## src/rtl/sw_debounce.sv

```systemverilog
// ---------------------------------------------------------------------------
// sw_debounce
//
// Conditions the raw board slide switches before they reach the SoC switch
// input. Each channel goes through a 2-flop synchronizer and a tick-based
// bounce filter. The block then produces a clean level, one-cycle rise/fall
// pulses and a sticky change-pending flag that drives a level interrupt.
//
// Parameters
//   NUM_SW        number of switch channels
//   TICK_DIV      core cycles per sample tick (1 = tick every cycle)
//   STABLE_TICKS  consecutive mismatching ticks needed to accept a new level
//
// Ports
//   clk        core clock
//   rstn       synchronous active-low reset
//   i_sw_raw   asynchronous raw switch pins
//   i_irq_en   per-channel interrupt enable
//   i_clr      write-one-to-clear strobe for pending bits (one cycle)
//   o_sw       debounced switch levels
//   o_rise     one-cycle pulse on an accepted 0->1
//   o_fall     one-cycle pulse on an accepted 1->0
//   o_pending  sticky change flags
//   o_irq      |(o_pending & i_irq_en), combinational
//   o_valid    high once the startup settling window has elapsed
// ---------------------------------------------------------------------------
module sw_debounce #(
  parameter int NUM_SW       = 16,
  parameter int TICK_DIV     = 50000,
  parameter int STABLE_TICKS = 8
) (
  input  logic              clk,
  input  logic              rstn,
  input  logic [NUM_SW-1:0] i_sw_raw,
  input  logic [NUM_SW-1:0] i_irq_en,
  input  logic [NUM_SW-1:0] i_clr,
  output logic [NUM_SW-1:0] o_sw,
  output logic [NUM_SW-1:0] o_rise,
  output logic [NUM_SW-1:0] o_fall,
  output logic [NUM_SW-1:0] o_pending,
  output logic              o_irq,
  output logic              o_valid
);

  // TICK_DIV=1 would give a zero-width prescaler; keep one bit that stays 0.
  localparam int PW   = (TICK_DIV > 1) ? $clog2(TICK_DIV) : 1;
  localparam int CW   = $clog2(STABLE_TICKS + 1);
  // Startup counter must hold up to STABLE_TICKS+1.
  localparam int SW_W = $clog2(STABLE_TICKS + 2);

  localparam logic [PW-1:0]   PRESC_LAST = PW'(TICK_DIV - 1);
  localparam logic [CW-1:0]   CNT_LAST   = CW'(STABLE_TICKS - 1);
  localparam logic [SW_W-1:0] START_LAST = SW_W'(STABLE_TICKS + 1);

  logic [NUM_SW-1:0] sync1_q, sync1_d;
  logic [NUM_SW-1:0] sync2_q, sync2_d;
  logic [PW-1:0]     presc_q, presc_d;
  logic [CW-1:0]     cnt_q [NUM_SW];
  logic [CW-1:0]     cnt_d [NUM_SW];
  logic [NUM_SW-1:0] sw_q, sw_d;
  logic [NUM_SW-1:0] rise_q, rise_d;
  logic [NUM_SW-1:0] fall_q, fall_d;
  logic [NUM_SW-1:0] pend_q, pend_d;
  logic [SW_W-1:0]   start_cnt_q, start_cnt_d;
  logic              valid_q, valid_d;
  logic              tick;
  logic [NUM_SW-1:0] accept;

  always_comb begin
    // Synchronizer: only sync2 is used downstream.
    sync1_d = i_sw_raw;
    sync2_d = sync1_q;

    // Prescaler: tick in the cycle where the count sits at TICK_DIV-1.
    tick    = (presc_q == PRESC_LAST);
    presc_d = tick ? '0 : presc_q + PW'(1);

    // Bounce filter. A matching sample clears the counter on every cycle,
    // tick or not, so any return to the accepted level restarts the count.
    // The counter is cleared on acceptance and never reaches STABLE_TICKS.
    sw_d   = sw_q;
    accept = '0;
    for (int i = 0; i < NUM_SW; i++) begin
      cnt_d[i] = cnt_q[i];
      if (sync2_q[i] == sw_q[i]) begin
        cnt_d[i] = '0;
      end else if (tick) begin
        if (cnt_q[i] == CNT_LAST) begin
          sw_d[i]   = sync2_q[i];
          cnt_d[i]  = '0;
          accept[i] = 1'b1;
        end else begin
          cnt_d[i] = cnt_q[i] + CW'(1);
        end
      end
    end

    // Levels still settle during startup, but edges are hidden so switches
    // already on at power-up never raise an interrupt.
    rise_d = valid_q ? (accept & sync2_q)  : '0;
    fall_d = valid_q ? (accept & ~sync2_q) : '0;

    // A new edge beats a simultaneous clear.
    pend_d = (pend_q & ~i_clr) | rise_d | fall_d;

    // Startup window: o_valid rises on the (STABLE_TICKS+2)-th tick.
    start_cnt_d = start_cnt_q;
    valid_d     = valid_q;
    if (tick && !valid_q) begin
      if (start_cnt_q == START_LAST) begin
        valid_d = 1'b1;
      end else begin
        start_cnt_d = start_cnt_q + SW_W'(1);
      end
    end
  end

  always_ff @(posedge clk) begin
    if (!rstn) begin
      sync1_q     <= '0;
      sync2_q     <= '0;
      presc_q     <= '0;
      sw_q        <= '0;
      rise_q      <= '0;
      fall_q      <= '0;
      pend_q      <= '0;
      start_cnt_q <= '0;
      valid_q     <= 1'b0;
      for (int i = 0; i < NUM_SW; i++) begin
        cnt_q[i] <= '0;
      end
    end else begin
      sync1_q     <= sync1_d;
      sync2_q     <= sync2_d;
      presc_q     <= presc_d;
      sw_q        <= sw_d;
      rise_q      <= rise_d;
      fall_q      <= fall_d;
      pend_q      <= pend_d;
      start_cnt_q <= start_cnt_d;
      valid_q     <= valid_d;
      for (int i = 0; i < NUM_SW; i++) begin
        cnt_q[i] <= cnt_d[i];
      end
    end
  end

  assign o_sw      = sw_q;
  assign o_rise    = rise_q;
  assign o_fall    = fall_q;
  assign o_pending = pend_q;
  assign o_valid   = valid_q;
  assign o_irq     = |(pend_q & i_irq_en);

endmodule
```

## config.mk

```make
export PLATFORM = sky130hd
export DESIGN_NAME = sw_debounce
export DESIGN_NICKNAME = d
export VERILOG_FILES = /design/src/rtl/sw_debounce.sv
export SDC_FILE = /design/constraint.sdc
export NUM_CORES = 1
export LEC_CHECK = 0
export BUFFER_PORTS_ARGS = -buffer_cell sky130_fd_sc_hd__clkbuf_2
export CAP_MARGIN = 20
export CORE_MARGIN = 3
export CORE_UTILIZATION = 55
export DETAILED_ROUTE_END_ITERATION = 12
export PLACE_DENSITY = 0.89
export SYNTH_ARGS = -nofsm -noshare
export SYNTH_HDL_FRONTEND = slang
export SYNTH_SLANG_ARGS = --single-unit
```

## constraint.sdc

```tcl
create_clock -name clk -period 2.5 [get_ports clk]
set_input_delay 0.5 -clock clk [delete_from_list [all_inputs] [get_ports clk]]
set_output_delay 0.5 -clock clk [all_outputs]
set_load 0.01 [all_outputs]
```

==> out/metrics.csv <==
metric,value,unit
run status,"finished, final reports clean",
clock share of power,47.0,%
Register-to-Register Path Depth,6,
met3 Use GR,4.57,%
Remaining DRCs,0,
hold depth,2,
Critical Setup Path Class,register to primary output,
cell count after synthesis,778,
post-CTS setup buffers,0,
Max Freq,463,MHz
Seq pwr share,50.7,%
Period minus WS final,2.16,ns
category of the worst setup path launch point,register,
Starting DRT DRC Count,385,
total standard cell area after synthesis,7310,um2
leak pwr,3.18,nW
worst-skew pair later-pin latency,0.43,ns
slew margin rel.,61.3,%
type of element capturing the critical path,primary output,
Post-synth EDFFs,0,
maximum single-stage delay on the critical path,0.37,ns
Min-Delay Startpoint,i_sw_raw[14],
fraction of power spent switching nets,21.1,%
Most used DFF post-synth,sky130_fd_sc_hd__dfxtp_1,
end of the worst register-to-register path,o_fall[13],
internal portion of total power,4.56,mW
vias in the first global route,5808,
cells traversed along the worst timing path,a22o_1 > a221oi_1 > buf_4 > nand4_1 > clkbuf_2,
synthesized net count,847,
setup violation total in the final timing report,0,
vias per inst,5.72,
setup repair after global routing missed its margin,false,
cell with the biggest individual delay on the critical path,sky130_fd_sc_hd__dfxtp_1,
Max Clock Skew,0.00978,ns
effective utilization at floorplan,57.0,%
worst-margin pin slew,0.580,ns
floorplan die area,14700,um2
# hold bufs at CTS,0,
Resized Gates After CTS,0,
buffers added on ports,115,
Sequential cell area,3620,um2
post-route ant nets,0,
post-synthesis register bit count,181,
global route overflow,0,
"Req. time, crit path",2.00,ns
power spent charging and discharging nets,1.22,mW
Crit Reg-Reg Startpoint,presc_q[0],
Mean Syn Cell Area,9.40,um2
overall fraction of global-route tracks in use,23.0,%
endpoint of the worst hold-timing path,sync1_q[14],
Antenna diodes,0,
"Non-Filler Cell Area, Final",8650,um2
largest fanout on the critical path,3,
final total power,5.78,mW
core area,12800,um2
instance area at placement,8040,um2
Min-Delay Path Class,input pin to register,
share of the cycle needed by the critical path after routing,86.4,%
WL/cell,15.4,um
Filler Cell Count,918,
share of total power in combinational logic,2.3,%
Pins Over Slew Limit,0,
CTS tree,yes,
met1 layer usage reported by global route,27.7,%
First-pass DRT Iterations,5,
depth of the CTS H-tree,4,
Worst Path Arrival,1.66,ns
Peak supply drop,0.000703,V
power density normalized to cell area,668,nW/um2
Die X-Extent,121,um
met2 routing resource usage after global routing,40.5,%
footprint of the multi-input gates,3330,um2
maximum clock insertion buffer count,2,
detailed-route wire length,16400,um
Clock Sinks,181,
CTS Root Buffer Type,sky130_fd_sc_hd__clkbuf_16,
weighted congestion at the end of routability-driven global placement,0.761,
Synth async-reset ratio,0,%
initial antenna violation count,0,
Total Neg Setup Slack,0,ns
sequential area share after synthesis,49.6,%
final core utilization,67.4,%
total CTS buffers,17,
clock input transition at the sequential cells of the worst setup and hold paths,0.07,ns
gr busiest metal,met2,
internal reg-to-reg setup slack,0.38,ns
height of the chip,121,um
max cap viols,0,
HPWL after detailed placement,11300,um
number of synthesis warnings,0,
Area growth syn-to-layout,18.2,%
first-pass GRT wire length,27400,um
maximum number of pins on one net before global-route repair,62,
number of nets in the finished design,955,
via count of the routed design,6122,
worst hold slack across all endpoints,0.272,ns
fraction of layout cells with a size suffix above 1,20.6,%
I/O pin count,116,
final number of hold-violating endpoints,0,
synth unique cells,42,
number of rows created at floorplan,41,
-- metrics by stage --
stage                     setup WS [ns]  cells
after floorplan                   0.644    778
after global placement            0.551   1039
after detailed placement          0.449   1039
after CTS                         0.349   1071
after global routing              0.169   1071
final                             0.341   1071
-- routing by layer --
metal | up-vias | part of all wire [%] | wire length, um
met3 | 23 | 5.1 | 837
met1 | 2915 | 41 | 6790
met4 | 0 | 1.9 | 310
li1 | 3000 | - | -
met2 | 184 | 52 | 8510
met5 | - | 0 | 0
-- area by class of cell --
| type | instances | area share [%] |
|---|---|---|
| sequential | 181 | 41.9 |
| multi-input combinational | 507 | 38.5 |
| timing repair buffer | 127 | 7.84 |
| clock buffer | 19 | 5.01 |
| tap | 172 | 2.49 |
| inverter | 52 | 2.26 |
| clock inverter | 13 | 1.97 |
-- registers in the layout, summed over array words and instances (netlist names) --
name         count
cnt_q           64
o_fall          16
o_pending       16
o_rise          16
o_sw            16
o_valid          1
presc_q         16
start_cnt_q      4
sync1_q         16
sync2_q         16
-- how the worst max path moves through the flow --
stage	to	cells past startpoint	startpoint	slack, ns
floorplan	o_pending[12]	7	presc_q[0]	0.64
finish	o_irq	5	o_pending[0]	0.34
detailed placement	o_fall[0]	6	presc_q[0]	0.45
global route	o_fall[13]	6	presc_q[0]	0.17
CTS	o_irq	5	o_pending[0]	0.35
global placement	o_fall[7]	6	presc_q[0]	0.55
-- cell usage in the layout, fill, tap and decap left out, drive strengths merged, types with 19 or more instances in the layout --
| master | synthesis | routed |
|---|---|---|
| a21oi | 71 | 71 |
| and2 | 32 | 32 |
| clkbuf | 26 | 134 |
| dfxtp | 181 | 181 |
| ha | 19 | 19 |
| inv | 52 | 57 |
| nand2 | 81 | 81 |
| nand3 | 21 | 21 |
| nand3b | 37 | 37 |
| nor2 | 19 | 19 |
| nor4 | 19 | 19 |
| nor4b | 19 | 19 |
| o21ai | 35 | 35 |
| o31ai | 19 | 19 |
| or3 | 24 | 24 |
| xor2 | 19 | 19 |
-- power groups by stage --
stage	clock network [mW]	logic, mW	registers [mW]
3_3_place_gp	0	0.128	2.99
2_1_floorplan	0	0.0720	2.99
3_5_place_dp	0	0.130	2.99
6_report	2.72	0.131	2.93
5_1_grt	2.87	0.148	2.93
4_1_cts	2.74	0.133	2.93
-- kinds of logic (layout without fill, tap and decap cells) --
| family | count (synthesis) | after routing | synth area share, % |
|---|---|---|---|
| AND/OR/NAND/NOR | 294 | 294 | 24.4 |
| flip-flops | 181 | 181 | 49.6 |
| AO/OA/AOI/OAI | 167 | 167 | 14.7 |
| buffers and inverters | 90 | 211 | 4.89 |
| XOR/XNOR | 27 | 27 | 3.23 |
| adder cells (fa/ha/maj) | 19 | 19 | 3.25 |
-- Yosys cell counts (2+ instances only) --
library cell | instances | area share [%]
sky130_fd_sc_hd__nor4b_1 | 18 | 2.2
sky130_fd_sc_hd__o41ai_1 | 16 | 1.9
sky130_fd_sc_hd__o31ai_1 | 9 | 0.92
sky130_fd_sc_hd__xnor2_1 | 8 | 0.96
sky130_fd_sc_hd__xor2_1 | 19 | 2.3
sky130_fd_sc_hd__and2_1 | 32 | 2.7
sky130_fd_sc_hd__buf_6 | 2 | 0.31
sky130_fd_sc_hd__or2_2 | 4 | 0.34
sky130_fd_sc_hd__a221oi_1 | 4 | 0.48
sky130_fd_sc_hd__nand3b_1 | 37 | 3.8
sky130_fd_sc_hd__clkbuf_1 | 26 | 1.3
sky130_fd_sc_hd__a21oi_1 | 71 | 4.9
sky130_fd_sc_hd__and3_1 | 2 | 0.17
sky130_fd_sc_hd__and4_1 | 2 | 0.24
sky130_fd_sc_hd__nor3_1 | 2 | 0.14
sky130_fd_sc_hd__nand2_1 | 81 | 4.2
sky130_fd_sc_hd__nor2_1 | 19 | 0.98
sky130_fd_sc_hd__o211ai_1 | 16 | 1.6
sky130_fd_sc_hd__dfxtp_1 | 181 | 50
sky130_fd_sc_hd__inv_1 | 52 | 2.7
sky130_fd_sc_hd__buf_1 | 6 | 0.31
sky130_fd_sc_hd__o21ai_0 | 35 | 2.4
sky130_fd_sc_hd__nor4_2 | 9 | 1.5
sky130_fd_sc_hd__or3_1 | 24 | 2.1
sky130_fd_sc_hd__a22o_1 | 4 | 0.48
sky130_fd_sc_hd__or4b_1 | 7 | 0.96
sky130_fd_sc_hd__nor4_1 | 10 | 0.86
sky130_fd_sc_hd__nand4_1 | 4 | 0.34
sky130_fd_sc_hd__buf_2 | 4 | 0.27
sky130_fd_sc_hd__and4bb_2 | 2 | 0.34
sky130_fd_sc_hd__ha_1 | 19 | 3.3
sky130_fd_sc_hd__or2_0 | 4 | 0.34
sky130_fd_sc_hd__nand3_1 | 20 | 1.4
sky130_fd_sc_hd__or4_1 | 12 | 1.2
sky130_fd_sc_hd__o31ai_2 | 10 | 1.7
-- critical path, delay by kind of cell (launching register included) --
kind	cells	cell delay, ns
compound gates	2	0.43
flops	1	0.37
buf+inv	2	0.33
simple gates	1	0.10
Note: power is estimated with default switching activity, not from simulation.
